[src/rtl/spi_slave.sv]
// SPI mode-0 responder, MSB first, 8-bit frames, fully oversampled in the i_clk domain.
// Buffered TX byte goes out on MISO; each received byte is offered through a ready/read handshake.
module spi_slave #(
    parameter logic [7:0] DEFAULT_TX  = 8'hFF,
    parameter int         SYNC_STAGES = 2
) (
    input  logic       i_clk,
    input  logic       i_rst,
    input  logic       i_SCLK,
    input  logic       i_SS,
    input  logic       i_MOSI,
    output logic       o_MISO,
    input  logic [7:0] i_DIN,
    input  logic       i_LD_DIN,
    output logic       o_DIN_EMPTY,
    output logic [7:0] o_MOSI_DATA,
    output logic       o_DATA_READY,
    input  logic       i_DATA_READ,
    output logic       o_OVERRUN,
    output logic       o_BUSY
);

    typedef enum logic [1:0] {IDLE, LOAD, SHIFT, RELOAD} state_t;

    state_t                 state_q, state_d;
    logic [SYNC_STAGES-1:0] sck_sync_q, sck_sync_d;
    logic [SYNC_STAGES-1:0] ss_sync_q, ss_sync_d;
    logic [SYNC_STAGES-1:0] mosi_sync_q, mosi_sync_d;
    logic                   sck_prev_q, sck_prev_d;
    logic                   ss_prev_q, ss_prev_d;
    logic [2:0]             bit_cnt_q, bit_cnt_d;
    logic [7:0]             tx_sr_q, tx_sr_d;
    logic [6:0]             rx_sr_q, rx_sr_d;
    logic [7:0]             tx_buf_q, tx_buf_d;
    logic [7:0]             mosi_data_q, mosi_data_d;
    logic                   din_empty_q, din_empty_d;
    logic                   ready_q, ready_d;
    logic                   overrun_q, overrun_d;

    logic sck_s, ss_s, mosi_s;
    logic sck_rise, sck_fall, ss_fall, ss_rise;
    logic load_tx;

    assign sck_s    = sck_sync_q[SYNC_STAGES-1];
    assign ss_s     = ss_sync_q[SYNC_STAGES-1];
    assign mosi_s   = mosi_sync_q[SYNC_STAGES-1];
    assign sck_rise = sck_s & ~sck_prev_q;
    assign sck_fall = ~sck_s & sck_prev_q;
    assign ss_fall  = ~ss_s & ss_prev_q;
    assign ss_rise  = ss_s & ~ss_prev_q;

    assign o_MISO       = tx_sr_q[7];
    assign o_DIN_EMPTY  = din_empty_q;
    assign o_MOSI_DATA  = mosi_data_q;
    assign o_DATA_READY = ready_q;
    assign o_OVERRUN    = overrun_q;
    assign o_BUSY       = (state_q != IDLE);

    always_comb begin
        sck_sync_d  = {sck_sync_q[SYNC_STAGES-2:0], i_SCLK};
        ss_sync_d   = {ss_sync_q[SYNC_STAGES-2:0], i_SS};
        mosi_sync_d = {mosi_sync_q[SYNC_STAGES-2:0], i_MOSI};
        sck_prev_d  = sck_s;
        ss_prev_d   = ss_s;
        state_d     = state_q;
        bit_cnt_d   = bit_cnt_q;
        tx_sr_d     = tx_sr_q;
        rx_sr_d     = rx_sr_q;
        tx_buf_d    = tx_buf_q;
        mosi_data_d = mosi_data_q;
        din_empty_d = din_empty_q;
        ready_d     = ready_q;
        overrun_d   = overrun_q;
        load_tx     = 1'b0;

        if (i_LD_DIN) begin
            tx_buf_d    = i_DIN;
            din_empty_d = 1'b0;
        end
        if (i_DATA_READ) begin
            ready_d   = 1'b0;
            overrun_d = 1'b0;
        end

        // SS release aborts whatever byte is in flight, in any state
        if (ss_rise) begin
            state_d   = IDLE;
            bit_cnt_d = 3'd0;
        end else begin
            case (state_q)
                IDLE: begin
                    if (ss_fall) state_d = LOAD;
                end
                LOAD: begin
                    load_tx   = 1'b1;
                    bit_cnt_d = 3'd0;
                    state_d   = SHIFT;
                end
                SHIFT: begin
                    if (sck_rise) begin
                        rx_sr_d = {rx_sr_q[5:0], mosi_s};
                        if (bit_cnt_q == 3'd7) begin
                            mosi_data_d = {rx_sr_q, mosi_s};
                            ready_d     = 1'b1;
                            if (ready_q && !i_DATA_READ) overrun_d = 1'b1;
                            bit_cnt_d   = 3'd0;
                            state_d     = RELOAD;
                        end else begin
                            bit_cnt_d = bit_cnt_q + 3'd1;
                        end
                    end else if (sck_fall && bit_cnt_q != 3'd0) begin
                        tx_sr_d = {tx_sr_q[6:0], 1'b0};
                    end
                end
                RELOAD: begin
                    if (sck_fall) begin
                        load_tx = 1'b1;
                        state_d = SHIFT;
                    end
                end
                default: state_d = IDLE;
            endcase
        end

        // A same-cycle i_LD_DIN keeps the buffer full with the new byte
        if (load_tx) begin
            if (!din_empty_q) begin
                tx_sr_d = tx_buf_q;
                if (!i_LD_DIN) din_empty_d = 1'b1;
            end else begin
                tx_sr_d = DEFAULT_TX;
            end
        end
    end

    always_ff @(posedge i_clk or posedge i_rst) begin
        if (i_rst) begin
            sck_sync_q  <= '0;
            ss_sync_q   <= '1;
            mosi_sync_q <= '0;
            sck_prev_q  <= 1'b0;
            ss_prev_q   <= 1'b1;
            state_q     <= IDLE;
            bit_cnt_q   <= 3'd0;
            tx_sr_q     <= DEFAULT_TX;
            rx_sr_q     <= '0;
            tx_buf_q    <= '0;
            mosi_data_q <= '0;
            din_empty_q <= 1'b1;
            ready_q     <= 1'b0;
            overrun_q   <= 1'b0;
        end else begin
            sck_sync_q  <= sck_sync_d;
            ss_sync_q   <= ss_sync_d;
            mosi_sync_q <= mosi_sync_d;
            sck_prev_q  <= sck_prev_d;
            ss_prev_q   <= ss_prev_d;
            state_q     <= state_d;
            bit_cnt_q   <= bit_cnt_d;
            tx_sr_q     <= tx_sr_d;
            rx_sr_q     <= rx_sr_d;
            tx_buf_q    <= tx_buf_d;
            mosi_data_q <= mosi_data_d;
            din_empty_q <= din_empty_d;
            ready_q     <= ready_d;
            overrun_q   <= overrun_d;
        end
    end

endmodule

[config.mk]
export PLATFORM = sky130hd
export DESIGN_NAME = spi_slave
export DESIGN_NICKNAME = d
export VERILOG_FILES = /design/src/rtl/spi_slave.sv
export SDC_FILE = /design/constraint.sdc
export NUM_CORES = 1
export LEC_CHECK = 0
export CAP_MARGIN = 40
export CORE_MARGIN = 3
export CORE_UTILIZATION = 50
export CTS_CLUSTER_DIAMETER = 50
export CTS_CLUSTER_SIZE = 40
export DETAILED_ROUTE_END_ITERATION = 10
export HOLD_SLACK_MARGIN = 0.15
export PLACE_DENSITY_LB_ADDON = 0.1
export SLEW_MARGIN = 15
export SYNTH_ARGS = -nofsm -noshare
export SYNTH_HDL_FRONTEND = slang
export SYNTH_SLANG_ARGS = --single-unit
[constraint.sdc]
create_clock -name i_clk -period 2 [get_ports i_clk]
set_input_delay 0.3 -clock i_clk [delete_from_list [all_inputs] [get_ports i_clk]]
set_output_delay 0.3 -clock i_clk [all_outputs]
set_load 0.01 [all_outputs]
==> results.cfg, run 1 <==
[run_status]
outcome = completed

[final_layout]
syn_to_final_growth_pct = 21.9
seqCellArea_um2 = 1190
finalNetCount = 192
multi_input_area_um2 = 716
post-route-util_pct = 64.5
diodes = 0
nFillCells = 274
drive_gt1_share_pct = 29.9

[synth]
syn_nets = 160
synth_cells = 141
synth_ff_type = dfrtp_1
synth_seq_cells = 47
syn_area_um2 = 1970
synth.most_common_cell = dfrtp_1
async_reset_ff_share_pct = 100
synthTopCellsByCount = 35 x dfrtp_1, 23 x mux2_2, 14 x mux2i_1, 14 x nor2_1, 12 x dfstp_2
yosys_warnings = 0
synth_area_leader_cell = dfrtp_1
syn_avg_cell_area_um2 = 14.0
ys_types = 26
synthDominantCellAreaShare_pct = 44.5
yosysSeqAreaShare_pct = 60.5
yosys-top-cells-area = dfrtp_1 45%, dfstp_2 16%, mux2_2 13%
synth_edf_count = 0

[floorplan]
row_count = 22
die_h_um = 68.7
ios = 28
start_util_pct = 53.0
die_w_um = 68.7
core_um2 = 3720
die_area_um2 = 4730

[clock_tree]
h-tree-depth = 2
cts-buffers-inserted = 5
clk_latency_ps = 290
cts_tree = yes
clock-sinks = 47
postCtsResizedCells = 0
clockBufferDepth = 2
cts_setup_buffers = 0
postCtsHoldBufs = 0
clk_pin_slew_ps = 80
root_buffer = clkbuf_8

[sta]
fin_ws_ps = 124
slew_violations = 0
finClkSkew_ps = 5.00
maxSlewHeadroom_pct = 56.0
fin_crit_sh_pct = 93.8
fmax_mhz = 533
hold_viol = 0
setup_violations = 0
fin_crit_ps = 1880
fin_setup_tns_ps = 0
rsz0062_at_grt = no
worst_pin_slew_ps = 657

[min_path]
hp-class = in -> async

[global_routing]
grt_use_met2_pct = 25.9
grt_max_degree = 31
grt_pass1_wl_um = 5380
grt_usage_pct = 15.7
antenna_found_initial = 0
gr-max-usage-layer = met2
grt_overflow = 0
use_met1_pct = 19.2
grt_pass1_vias = 1216
met3_usage_pct = 4.05

[pwr]
power_leakage_nw = 1.11
ir_drop_v = 0.000513
power_density_nw_per_um2 = 1040

[drt]
vias = 1154
drc = 0
wl_per_cell_um = 14.2
vias_per_cell = 5.20
drtIter0Drc = 63
wl_um = 3160
antenna_left = 0
drtPass1Iterations = 4

[place]
portBuffers = 27
post-place-ws_ps = 159
hpwl_um = 2380
gp_congestion = 0.825

[setup_path]
rrSetupSlack_ps = 160
r2r_start = ss_prev_q
endpoint_kind = output pin
path_class = reg -> out
rr_endpoint = tx_sr_q[1]
crit_arrival_ps = 1580
cp-start-kind = flip-flop
cp.required_ps = 1700
critPathMaxFanout = 8
reg2reg_depth = 6

[job]
drv_cap = 0
power breakdown:
| group | switching, mW | internal (mW) |
|---|---|---|
| Clock | 0.290 | 0.315 |
| Sequential | 0.137 | 1.20 |
| Combinational | 0.239 | 0.302 |
| Total | 0.666 | 1.82 |
flip-flops by register name, indices dropped and copies added, names as in the netlist, 2 cells and up:
name and flops:
o_MOSI_DATA 8, sck_sync_q 2, ss_sync_q 2, mosi_sync_q 2, tx_sr_q 8, bit_cnt_q 3
rx_sr_q 7, tx_buf_q 8, state_q 2
cell usage in the layout (no fill, tap or decap), types with 3 or more instances in the layout:
master and n:
dfrtp_1 35, clkdlybuf4s50_1 27, mux2_2 23, nor2_1 14, mux2i_1 14, dfstp_2 12
clkbuf_8 7, nor2b_1 4, a22o_1 4, a21oi_1 4, inv_1 4, ha_1 4
a22oi_1 3, nand2b_1 3, buf_4 3
layer usage:
metal	share of wire, %	wire length (µm)
met5	0	0
met4	1.9	61
met3	3.6	115
met2	51	1610
met1	44	1380
worst max path at each step:
stage,startpoint,endpoint,slack (ps),depth (start not counted)
after floorplan,ss_prev_q,o_MOSI_DATA[0],370,5
after global placement,ss_prev_q,tx_sr_q[4],250,6
after detailed placement,ss_prev_q,tx_sr_q[1],160,6
after CTS,state_q[1],o_BUSY,120,2
after global routing,ss_prev_q,tx_sr_q[6],20,6
final,state_q[1],o_BUSY,120,2
final cells by class:
type                    count  area share [%]
clock buffers               8            4.17
inverters                   5           0.782
well taps                  48            2.50
flip-flops and latches     47            49.7
repair buffers             31            13.0
multi-input cells          83            29.8
critical path, stage by stage, from the launching register on:
cell and delay [ps]:
dfrtp_1 470, or2_2 330, clkdlybuf4s50_1 490
stage by stage:
| step | hold slack [ps] | cell area, µm² | cells | total power [mW] |
|---|---|---|---|---|
| 2_1_floorplan | 304 | 1970 | 141 | 1.72 |
| 3_3_place_gp | 333 | 2300 | 214 | 1.86 |
| 3_5_place_dp | 337 | 2300 | 214 | 1.91 |
| 4_1_cts | 329 | 2400 | 222 | 2.51 |
| 5_1_grt | 354 | 2400 | 222 | 2.63 |
| 6_report | 320 | 2400 | 222 | 2.48 |
cell families (layout without fill, tap and decap cells):
logic type | Yosys count | after routing | synth area share [%]
flip-flops | 47 | 47 | 60.5
multiplexers | 37 | 37 | 20.3
AND/OR/NAND/NOR | 29 | 29 | 8.84
AO/OA/AOI/OAI | 13 | 13 | 4.70
buffers and inverters | 11 | 44 | 3.12
adder cells (fa/ha/maj) | 4 | 4 | 2.54
Power figures use the tool's default switching activity.
==> inputs of run 2 (changes only) <==
--- a/config.mk
+++ b/config.mk
@@ -13,6 +13,7 @@
 export DETAILED_ROUTE_END_ITERATION = 10
 export HOLD_SLACK_MARGIN = 0.15
 export PLACE_DENSITY_LB_ADDON = 0.1
+export SKIP_CTS_REPAIR_TIMING = 1
 export SLEW_MARGIN = 15
 export SYNTH_ARGS = -nofsm -noshare
 export SYNTH_HDL_FRONTEND = slang
==> constraint.sdc (replaced) <==
create_clock -name i_clk -period 1.8 [get_ports i_clk]
set_input_delay 0.27 -clock i_clk [delete_from_list [all_inputs] [get_ports i_clk]]
set_output_delay 0.27 -clock i_clk [all_outputs]
set_load 0.01 [all_outputs]
==> run 2 against run 1 <==
Effect of this change: routed wire length is 5.3% higher; hold slack worse by 7.0 ps; clock-buffer cell count is the same; final area up 2.4%; die area did not move; sequential share of layout area shrank 1.1 points; critical path depth grew 3; register-to-register slack worse by 100 ps.
==> results.cfg, run 2 (synthesis gave the netlist of run 1 again) <==
[setup_path]
rrSetupSlack_ps = 60
r2r_start = ss_prev_q
endpoint_kind = flip-flop
path_buf_inv = 1
critical_path.max_stage_delay_ps = 520
rr_endpoint = rx_sr_q[4]
reg2reg_depth = 5
cp.required_ps = 1980
path_class = reg -> reg
crit_arrival_ps = 1920
critPathMaxFanout = 7
crit_chain = inv_1 > ha_2 > nor3b_4 > nand2_2 > mux2_2
crit_slowest_cell = dfstp_2
path_delay_family = simple AND/OR/NAND/NOR gates
cp-start-kind = flip-flop

[clock_tree]
cts_tree = yes
clockBufferDepth = 2
root_buffer = clkbuf_8
clk_latency_ps = 290
clock-sinks = 47
clk_pin_slew_ps = 80
cts-buffers-inserted = 5
h-tree-depth = 2

[pwr]
p_total_mw = 2.83
pwr-share-comb_pct = 24.2
p_switching_mw = 0.765
p_int_mw = 2.06
power_density_nw_per_um2 = 1150
seq_power_share_pct = 52.4
ir_drop_v = 0.000666
power_leakage_nw = 1.16
clkPwrFrac_pct = 23.4
p_sw_share_pct = 27.0

[final_layout]
diodes = 0
finalNetCount = 197
post-route-util_pct = 66.1
drive_gt1_share_pct = 33.5
syn_to_final_growth_pct = 24.8
layout_commonest_cell = dfrtp_1
layout_common_cells = 34 x dfrtp_1, 26 x clkdlybuf4s50_1, 23 x mux2_2, 14 x nor2_1, 14 x mux2i_1

[run_status]
outcome = completed

[place]
portBuffers = 27
post-place-ws_ps = 19.5
hpwl_um = 2360
gp_congestion = 0.797

[floorplan]
die_h_um = 68.7
die_w_um = 68.7
die_area_um2 = 4730
start_util_pct = 53.0
ios = 28
core_um2 = 3720
row_count = 22

[drt]
drtIter0Drc = 29
antenna_left = 0
wl_um = 3330
vias_per_cell = 5.07
vias = 1151
drtPass1Iterations = 4
wl_per_cell_um = 14.7
drc = 0

[min_path]
hp-class = in -> async

[sta]
finClkSkew_ps = 6.78
fin_crit_sh_pct = 96.7
maxSlewHeadroom_pct = 56.6
hold_ws_ps = 313
fin_ws_ps = 59.9
setup_violations = 0
fin_crit_ps = 1740
hold_viol = 0
fmax_mhz = 575
worst_pin_slew_ps = 650
slew_violations = 0
rsz0062_at_grt = yes

[global_routing]
grt_usage_pct = 15.6
antenna_found_initial = 0
grt_pass1_wl_um = 5330
grt_pass1_vias = 1182
grt_overflow = 0
grt_max_degree = 48

[job]
drv_cap = 0
[run 2: changes by cell type in the layout (fill, tap and decap cells not counted), sizes merged]
cell	delta
buf	+5
clkdlybuf4s50	-1
dlymetal6s2s	+1
[run 2: area by class of cell]
class | count | area (µm²)
flip-flops and latches | 47 | 1190
clock buffers | 8 | 100
multi-input cells | 83 | 731
inverters | 5 | 18.8
fillers | 293 | 1260
repair buffers | 36 | 354
well taps | 48 | 60.1
[run 2: power by group through the flow]
stage / Sequential (mW) / Combinational, mW / Clock, mW
2_1_floorplan: 1.46 / 0.446 / 0
3_3_place_gp: 1.50 / 0.572 / 0
3_5_place_dp: 1.51 / 0.606 / 0
4_1_cts: 1.49 / 0.609 / 0.689
5_1_grt: 1.51 / 0.748 / 0.744
6_report: 1.48 / 0.684 / 0.661
[run 2: through the flow]
step                setup TNS [ps]  std cells  area (µm²)
finish                           0        227        2460
global route                  -223        227        2460
CTS                          -58.4        222        2400
detailed placement               0        214        2300
global placement                 0        214        2300
floorplan                        0        141        1970
[run 2: how the worst max path moves through the flow]
stage	from	depth (start not counted)	to
final	ss_prev_q	5	rx_sr_q[4]
after global routing	ss_prev_q	5	o_MOSI_DATA[4]
after global placement	ss_prev_q	6	tx_sr_q[4]
after detailed placement	ss_prev_q	6	tx_sr_q[4]
after floorplan	ss_prev_q	5	o_MOSI_DATA[0]
after CTS	state_q[1]	2	o_BUSY
[run 2: worst register-to-register path, delay by kind of cell (launching register included)]
family                     cells  cell delay, ps
and+or+nand+nor                2             540
DFF                            1             520
muxes                          1             340
buffers and inverters          1              40
adders and majority gates      1             180
[run 2: layer usage]
metal,routed length [µm],GRT usage [%],vias up
li1,-,-,563
met1,1470,19.3,565
met2,1710,25.3,18
met3,99,5.02,5
met4,53,5.84,0
met5,0,0,-
